[config.mk]
export PLATFORM = sky130hd
export DESIGN_NAME = conv3x3_stream_array
export DESIGN_NICKNAME = d
export VERILOG_FILES = /design/src/rtl/conv3x3_stream_array_pkg.sv /design/src/rtl/conv_line_buffer.sv /design/src/rtl/conv3x3_stream_array.sv
export SDC_FILE = /design/constraint.sdc
export NUM_CORES = 2
export LEC_CHECK = 0
export CAP_MARGIN = 5
export CORE_UTILIZATION = 50
export DETAILED_ROUTE_END_ITERATION = 10
export GPL_TIMING_DRIVEN = 0
export PLACE_DENSITY = 0.66
export SYNTH_ARGS = -nofsm -noshare
export SYNTH_HDL_FRONTEND = slang
export SYNTH_SLANG_ARGS = --single-unit
[constraint.sdc]
create_clock -name clk -period 12.3 [get_ports clk]
set_input_delay 2.46 -clock clk [delete_from_list [all_inputs] [get_ports clk]]
set_output_delay 2.46 -clock clk [all_outputs]
set_load 0.01 [all_outputs]
[src/rtl/conv3x3_stream_array_pkg.sv]
// Shared definitions for the streaming 3x3 convolution array: FSM encoding,
// weight-index constants and compile-time width helpers.
package conv3x3_stream_array_pkg;

  typedef enum logic [2:0] {
    ST_IDLE,
    ST_FILL,
    ST_RUN,
    ST_FLUSH,
    ST_DRAIN
  } state_t;

  localparam logic [3:0] TAP_1X1 = 4'd9;

  function automatic int clog2(input int v);
    int r;
    r = 0;
    while ((1 << r) < v) r++;
    return (r < 1) ? 1 : r;
  endfunction

  function automatic int prod_w(input int dw, input int ww);
    return dw + ww;
  endfunction

  // Four guard bits cover the growth of a nine-term sum.
  function automatic int sum_w(input int dw, input int ww);
    return dw + ww + 4;
  endfunction

endpackage

[src/rtl/conv_line_buffer.sv]
// Circular delay line whose length is set at runtime (1..DEPTH); the output
// is the sample written exactly i_len enables earlier.
module conv_line_buffer
  import conv3x3_stream_array_pkg::*;
#(
  parameter int DW    = 8,
  parameter int DEPTH = 56
) (
  input  logic                      clk,
  input  logic                      rst,
  input  logic                      i_clr,
  input  logic                      i_en,
  input  logic [clog2(DEPTH+1)-1:0] i_len,
  input  logic signed [DW-1:0]      i_data,
  output logic signed [DW-1:0]      o_data
);

  localparam int AW = clog2(DEPTH);

  logic signed [DW-1:0] r_mem [DEPTH];
  logic [AW-1:0]        r_ptr;

  // Read-before-write at the same slot yields the oldest stored sample.
  assign o_data = r_mem[r_ptr];

  always_ff @(posedge clk) begin
    if (rst || i_clr) begin
      r_ptr <= '0;
    end else if (i_en) begin
      r_ptr <= (r_ptr == AW'(i_len - 1'b1)) ? '0 : r_ptr + 1'b1;
    end
  end

  always_ff @(posedge clk) begin
    if (i_en) r_mem[r_ptr] <= i_data;
  end

endmodule

[src/rtl/conv3x3_stream_array.sv]
// Streaming 3x3 convolution with zero padding; emits the 3x3 sum, the 1x1
// product and the identity pixel together for downstream branch fusion.
module conv3x3_stream_array
  import conv3x3_stream_array_pkg::*;
#(
  parameter  int DW    = 8,
  parameter  int WW    = 8,
  parameter  int MAX_W = 56,
  parameter  int MAX_H = 56,
  localparam int PW    = prod_w(DW, WW),
  localparam int SW    = sum_w(DW, WW),
  localparam int XW    = clog2(MAX_W + 1),
  localparam int YW    = clog2(MAX_H + 1)
) (
  input  logic                 clk,
  input  logic                 rst,
  input  logic [XW-1:0]        cfg_width,
  input  logic [YW-1:0]        cfg_height,
  input  logic                 start,
  output logic                 cfg_err,
  output logic                 busy,
  input  logic                 w_we,
  input  logic [3:0]           w_idx,
  input  logic signed [WW-1:0] w_data,
  input  logic                 in_valid,
  output logic                 in_ready,
  input  logic signed [DW-1:0] in_data,
  output logic                 out_valid,
  input  logic                 out_ready,
  output logic signed [SW-1:0] psum_3x3,
  output logic signed [PW-1:0] product_1x1,
  output logic signed [DW-1:0] identity,
  output logic                 out_last
);

  localparam int CW = clog2(MAX_W * MAX_H + 1);

  function automatic logic signed [PW-1:0] tap_mul(input logic en,
                                                   input logic signed [DW-1:0] a,
                                                   input logic signed [WW-1:0] b);
    logic signed [PW-1:0] p;
    p = PW'(a) * PW'(b);
    if (!en) return '0;
    return p;
  endfunction

  function automatic logic signed [SW-1:0] sx(input logic signed [PW-1:0] p);
    return SW'(p);
  endfunction

  state_t               r_state;
  logic                 r_busy, r_cfg_err;
  logic [XW-1:0]        r_w, r_cc, r_fcnt;
  logic [YW-1:0]        r_h, r_cr;
  logic [CW-1:0]        r_npix, r_nin;
  logic signed [WW-1:0] r_wt [10];

  logic                 w_stall, w_acc, w_adv, w_win_vld, w_cfg_ok, w_start_ok, w_last;
  logic signed [DW-1:0] w_px, w_lb0, w_lb1;
  logic [2:0]           w_row_ok, w_col_ok;
  logic [8:0]           w_mask;

  logic signed [DW-1:0] r_win_p0 [3][3];
  logic [8:0]           r_mask_p0;
  logic                 r_last_p0, r_vld_p0;
  logic signed [PW-1:0] r_prod_p1 [9];
  logic signed [PW-1:0] r_p1x1_p1, r_p1x1_p2, r_p1x1_p3;
  logic signed [DW-1:0] r_id_p1, r_id_p2, r_id_p3;
  logic                 r_last_p1, r_last_p2, r_last_p3;
  logic                 r_vld_p1, r_vld_p2, r_vld_p3;
  logic signed [SW-1:0] r_rsum_p2 [3];
  logic signed [SW-1:0] r_psum_p3;

  assign w_stall    = r_vld_p3 & ~out_ready;
  assign in_ready   = (r_state == ST_FILL || r_state == ST_RUN) && !w_stall;
  assign w_acc      = in_valid & in_ready;
  assign w_adv      = w_acc | ((r_state == ST_FLUSH) & ~w_stall);
  assign w_px       = (r_state == ST_FLUSH) ? '0 : in_data;
  assign w_win_vld  = (r_state == ST_FLUSH) || (r_nin >= CW'(r_w) + CW'(1));
  assign w_cfg_ok   = (cfg_width >= XW'(2)) && (cfg_height >= YW'(2)) &&
                      (cfg_width <= XW'(MAX_W)) && (cfg_height <= YW'(MAX_H));
  assign w_start_ok = (r_state == ST_IDLE) && start && w_cfg_ok;
  assign w_last     = (r_cr == r_h - 1'b1) && (r_cc == r_w - 1'b1);

  assign busy        = r_busy;
  assign cfg_err     = r_cfg_err;
  assign out_valid   = r_vld_p3;
  assign out_last    = r_last_p3;
  assign psum_3x3    = r_psum_p3;
  assign product_1x1 = r_p1x1_p3;
  assign identity    = r_id_p3;

  always_comb begin
    w_mask   = '0;
    w_row_ok = {r_cr != r_h - 1'b1, 1'b1, r_cr != '0};
    w_col_ok = {r_cc != r_w - 1'b1, 1'b1, r_cc != '0};
    for (int r = 0; r < 3; r++)
      for (int c = 0; c < 3; c++)
        w_mask[r*3+c] = w_row_ok[r] & w_col_ok[c];
  end

  always_ff @(posedge clk) begin
    if (rst) begin
      r_state   <= ST_IDLE;
      r_busy    <= 1'b0;
      r_cfg_err <= 1'b0;
      r_w       <= '0;
      r_h       <= '0;
      r_npix    <= '0;
    end else begin
      r_cfg_err <= 1'b0;
      case (r_state)
        ST_IDLE: if (start) begin
          if (w_cfg_ok) begin
            r_state <= ST_FILL;
            r_busy  <= 1'b1;
            r_w     <= cfg_width;
            r_h     <= cfg_height;
            r_npix  <= CW'(cfg_width) * CW'(cfg_height);
          end else begin
            r_cfg_err <= 1'b1;
          end
        end
        ST_FILL, ST_RUN: if (w_acc) begin
          if (r_nin + CW'(1) == r_npix)                   r_state <= ST_FLUSH;
          else if (r_nin + CW'(1) == CW'(r_w) + CW'(2))  r_state <= ST_RUN;
        end
        ST_FLUSH: if (w_adv && r_fcnt == r_w) r_state <= ST_DRAIN;
        ST_DRAIN: if (r_vld_p3 && out_ready && r_last_p3) begin
          r_state <= ST_IDLE;
          r_busy  <= 1'b0;
        end
        default: r_state <= ST_IDLE;
      endcase
    end
  end

  // Window-centre coordinates advance only once a complete window exists.
  always_ff @(posedge clk) begin
    if (rst || w_start_ok) begin
      r_nin  <= '0;
      r_fcnt <= '0;
      r_cc   <= '0;
      r_cr   <= '0;
    end else begin
      if (w_acc) r_nin <= r_nin + 1'b1;
      if (w_adv && r_state == ST_FLUSH) r_fcnt <= r_fcnt + 1'b1;
      if (w_adv && w_win_vld) begin
        if (r_cc == r_w - 1'b1) begin
          r_cc <= '0;
          r_cr <= (r_cr == r_h - 1'b1) ? '0 : r_cr + 1'b1;
        end else begin
          r_cc <= r_cc + 1'b1;
        end
      end
    end
  end

  always_ff @(posedge clk) begin
    if (rst) begin
      for (int i = 0; i < 10; i++) r_wt[i] <= '0;
    end else if (r_state == ST_IDLE && w_we && w_idx <= TAP_1X1) begin
      r_wt[w_idx] <= w_data;
    end
  end

  conv_line_buffer #(.DW(DW), .DEPTH(MAX_W)) u_lb0 (
    .clk(clk), .rst(rst), .i_clr(w_start_ok), .i_en(w_adv),
    .i_len(r_w), .i_data(w_px), .o_data(w_lb0)
  );

  conv_line_buffer #(.DW(DW), .DEPTH(MAX_W)) u_lb1 (
    .clk(clk), .rst(rst), .i_clr(w_start_ok), .i_en(w_adv),
    .i_len(r_w), .i_data(w_lb0), .o_data(w_lb1)
  );

  // Stage p0: window shift, row 0 = two lines back, row 2 = newest sample.
  always_ff @(posedge clk) begin
    if (w_adv) begin
      for (int r = 0; r < 3; r++) begin
        r_win_p0[r][0] <= r_win_p0[r][1];
        r_win_p0[r][1] <= r_win_p0[r][2];
      end
      r_win_p0[0][2] <= w_lb1;
      r_win_p0[1][2] <= w_lb0;
      r_win_p0[2][2] <= w_px;
      r_mask_p0      <= w_mask;
      r_last_p0      <= w_last;
    end
  end

  always_ff @(posedge clk) begin
    if (rst) begin
      r_vld_p0  <= 1'b0;
      r_vld_p1  <= 1'b0;
      r_vld_p2  <= 1'b0;
      r_last_p1 <= 1'b0;
      r_last_p2 <= 1'b0;
    end else if (!w_stall) begin
      r_vld_p0  <= w_adv & w_win_vld;
      r_vld_p1  <= r_vld_p0;
      r_vld_p2  <= r_vld_p1;
      r_last_p1 <= r_vld_p0 & r_last_p0;
      r_last_p2 <= r_last_p1;
    end
  end

  // Stage p1: masked products; stage p2: per-row sums.
  always_ff @(posedge clk) begin
    if (!w_stall) begin
      for (int r = 0; r < 3; r++)
        for (int c = 0; c < 3; c++)
          r_prod_p1[r*3+c] <= tap_mul(r_mask_p0[r*3+c], r_win_p0[r][c], r_wt[r*3+c]);
      r_p1x1_p1 <= tap_mul(1'b1, r_win_p0[1][1], r_wt[9]);
      r_id_p1   <= r_win_p0[1][1];
      for (int r = 0; r < 3; r++)
        r_rsum_p2[r] <= sx(r_prod_p1[r*3]) + sx(r_prod_p1[r*3+1]) + sx(r_prod_p1[r*3+2]);
      r_p1x1_p2 <= r_p1x1_p1;
      r_id_p2   <= r_id_p1;
    end
  end

  // Stage p3: final sum and output registers.
  always_ff @(posedge clk) begin
    if (rst) begin
      r_vld_p3  <= 1'b0;
      r_last_p3 <= 1'b0;
      r_psum_p3 <= '0;
      r_p1x1_p3 <= '0;
      r_id_p3   <= '0;
    end else if (!w_stall) begin
      r_vld_p3  <= r_vld_p2;
      r_last_p3 <= r_last_p2;
      r_psum_p3 <= r_rsum_p2[0] + r_rsum_p2[1] + r_rsum_p2[2];
      r_p1x1_p3 <= r_p1x1_p2;
      r_id_p3   <= r_id_p2;
    end
  end

endmodule

==> results_dict.tcl <==
set metrics [dict create \
    critical_path_class "input port to primary output" \
    maxClockFrequency_mhz 124.9 \
    yosysWarnings 0 \
    leakage_nw 36.45 \
    cts_tree "built" \
    syn_area_um2 84510 \
    grt_pass1_wl_um 302200 \
    dp_slack_ns 4.276 \
    synth_cells 6244 \
    synth_adder_area_share_pct 20.97 \
    die-height_um 413.1 \
    cp-start-kind "input port" \
    setup_ws_ns 4.295 \
    seqCellArea_um2 41810 \
    report.final.slew_viol_count 0 \
    yosys-mux-area-fraction_pct 8.070 \
    setup_viol 0 \
    drc 0 \
    synthFlopType "edfxtp_1" \
    clk_path_buf_depth 3 \
    ys_ff_latch 1437 \
    postCtsHoldBufs 0 \
    hold_slack_ns 0.4123 \
    viasPerCell 5.544 \
    crit_path_end_kind "primary output" \
    synth-xor-area-share_pct 2.952 \
    synth-compound-area-share_pct 3.632 \
    status "complete, no violations" \
    hold_path.class "flip-flop to flip-flop" \
    top_level_ports 87 \
    post-place-cells 8544 \
    fill_cells 13323 \
    first_iter_violations 4242 \
    worst-endpoint-arrival_ns 5.54 \
    synth_top_area_share_pct 46.30 \
    antenna_found_initial 10 \
    ant_nets 0 \
    core_area_um2 167400 \
    grtUsageTotal_pct 23.57 \
    cp.required_ns 9.84 \
    synth_edf_count 1303 \
    portBuffers 79 \
    cap_violations 0 \
    synth_common_cells "edfxtp_1, inv_1, fa_1" \
    cts.clk_slew.worst_paths_ns 0.06 \
    dr.pass1.iters 5 \
    cts_resized 0 \
    die_w_um 413.1 \
    synth_nets 7316 \
    finalSetupTns_ns 0 \
    worst_pin_slew_ns 1.392 \
    fin_skew_ns 0.06725 \
    clock_latency_ns 0.83 \
    yosysMostFrequentCell "edfxtp_1" \
    grt_max_degree 58 \
    relSlewSlack_pct 7.174 \
    area_growth_pct 11.07 \
    dp_hpwl_um 142000 \
    start_util_pct 50.48 \
    wl_per_cell_um 22.12 \
    rsz0062_at_grt "no" \
    htree_levels 4 \
    synth_top_area_cell "edfxtp_1" \
    vias 48969 \
    vdd_ir_drop_max_v 0.0002466 \
    numCtsBuffers 152 \
    yosys-top-cells-area "edfxtp_1, fa_1, mux4_2, ha_1, inv_1" \
    synth_top_family_by_area "adder cells" \
    ys_seq_area_share_pct 49.47 \
    period_minus_slack_ns 8.005 \
    postCtsSetupBuffers 0 \
    row_count 150 \
    cts_root_buffer "clkbuf_16" \
    p_per_area_nw_per_um2 275.0 \
    finalNonFillerCells 8832 \
    grt_pass1_vias 50074 \
    layout.nets 7567 \
    synth-simple-area-share_pct 9.996 \
    hold_viol 0 \
    multi_input_area_um2 38570 \
    cp_max_fo 10 \
    place_congestion 0.8802 \
    synth.distinct_cells 82 \
    grt_overflow_total 0 \
    routed_wl_um 195300 \
    min_period_over_period_pct 65.08 \
    async_flop_share_pct 0 \
    cts_sinks 1437 \
    syn_avg_cell_area_um2 13.54 \
    drive_gt1_share_pct 9.576 \
    die_area_um2 170700 \
]
## stage by stage
step / power (W) / cell area [µm²] / util [%]
6_report: 0.02582 / 93870 / 56.07
5_1_grt: 0.02794 / 93860 / 56.06
4_1_cts: 0.02596 / 93840 / 56.05
3_5_place_dp: 0.02101 / 88480 / 52.85
3_3_place_gp: 0.02077 / 88060 / 52.60
2_1_floorplan: 0.01739 / 84510 / -
## final timing paths
kind,endpoint,startpoint,cells past startpoint,slack (ns)
max reg2reg,r_p1x1_p1[15],r_win_p0[0][39],15,6.81
min reg2reg,r_id_p2[2],r_id_p1[2],0,0.41
max,in_ready,out_ready,7,4.30
min,r_id_p2[2],r_id_p1[2],0,0.41
## final cells by class
class                      count  share of cell area, %
clock inverter                87                  1.300
clock buffer                 193                  4.402
sequential                  1437                  44.54
multi-input combinational   3744                  41.09
buffer                       156                 0.8011
timing repair buffer          97                  1.285
inverter                     907                  3.627
antenna                        7                0.01866
tap                         2204                  2.938
## report_power, final
group | internal, W | total, W | switching (W)
clock | 0.00280 | 0.00484 | 0.00204
sequential | 0.00675 | 0.00736 | 0.000607
combinational | 0.00595 | 0.0136 | 0.00768
total | 0.0155 | 0.0258 | 0.0103
## cells by family (layout without fill, tap and decap cells)
family | count (synthesis) | after routing
AOI/OAI and AO/OA | 484 | 484
xor gates and xnor gates | 279 | 279
adders and majority gates | 1034 | 1034
buffers and inverters | 1063 | 1440
DFF | 1437 | 1437
muxes | 318 | 318
other | 0 | 7
and+or+nand+nor | 1629 | 1629
## placed cells by master, fill, tap and decap left out, types with 12 or more instances in the layout
master           synthesis  routed
a211oi_1                34      34
a21o_1                  49      49
a21oi_1                164     164
a22o_1                  16      16
a31oi_1                 12      12
and2_1                 526     518
and3_1                  38      38
buf_1                   25      24
buf_2                   15      16
buf_6                   18      18
bufinv_16                0      18
clkbuf_1                96     123
clkbuf_16                0     156
clkdlybuf4s50_1          0      79
clkinv_1                 0      16
clkinv_2                 0      24
dfxtp_1                134     134
edfxtp_1              1303    1303
fa_1                   637     637
ha_1                   397     397
inv_1                  906     906
mux2_1                  16      16
mux4_2                 288     288
nand2_1                374     374
nand2b_1                18      18
nand3_1                 80      80
nand4_1                 22      22
nor2_1                 295     293
nor2b_1                102     102
nor3_1                  54      53
o21a_1                  13      13
o21ai_0                 97      95
o21bai_1                17      17
or2_2                   15      15
or3_1                   46      46
xnor2_1                181     181
xor2_1                  94      94
## critical path, stage by stage
cell,delay (ns)
clkdlybuf4s50_1,0.43
nor2b_1,0.12
clkbuf_1,0.55
clkbuf_1,0.64
buf_1,0.64
nor3_1,0.15
clkdlybuf4s50_1,0.55
## layer usage
| metal | vias to the layer above | global-route usage [%] | wire [µm] |
|---|---|---|---|
| li1 | 22066 | - | - |
| met3 | 252 | 3.266 | 11500 |
| met4 | 10 | 6.553 | 4757 |
| met2 | 1425 | 38.14 | 93400 |
| met1 | 25216 | 33.47 | 85620 |
| met5 | - | 0 | 57 |
## flip-flops by register name (all words and copies together) (netlist names), 20 cells and up, named ones only
register	cells
u_lb0.r_mem	448
u_lb1.r_mem	448
r_prod_p1	144
r_wt	80
r_win_p0	72
r_rsum_p2	54
psum_3x3	20
(Power assumes the default switching activity.)
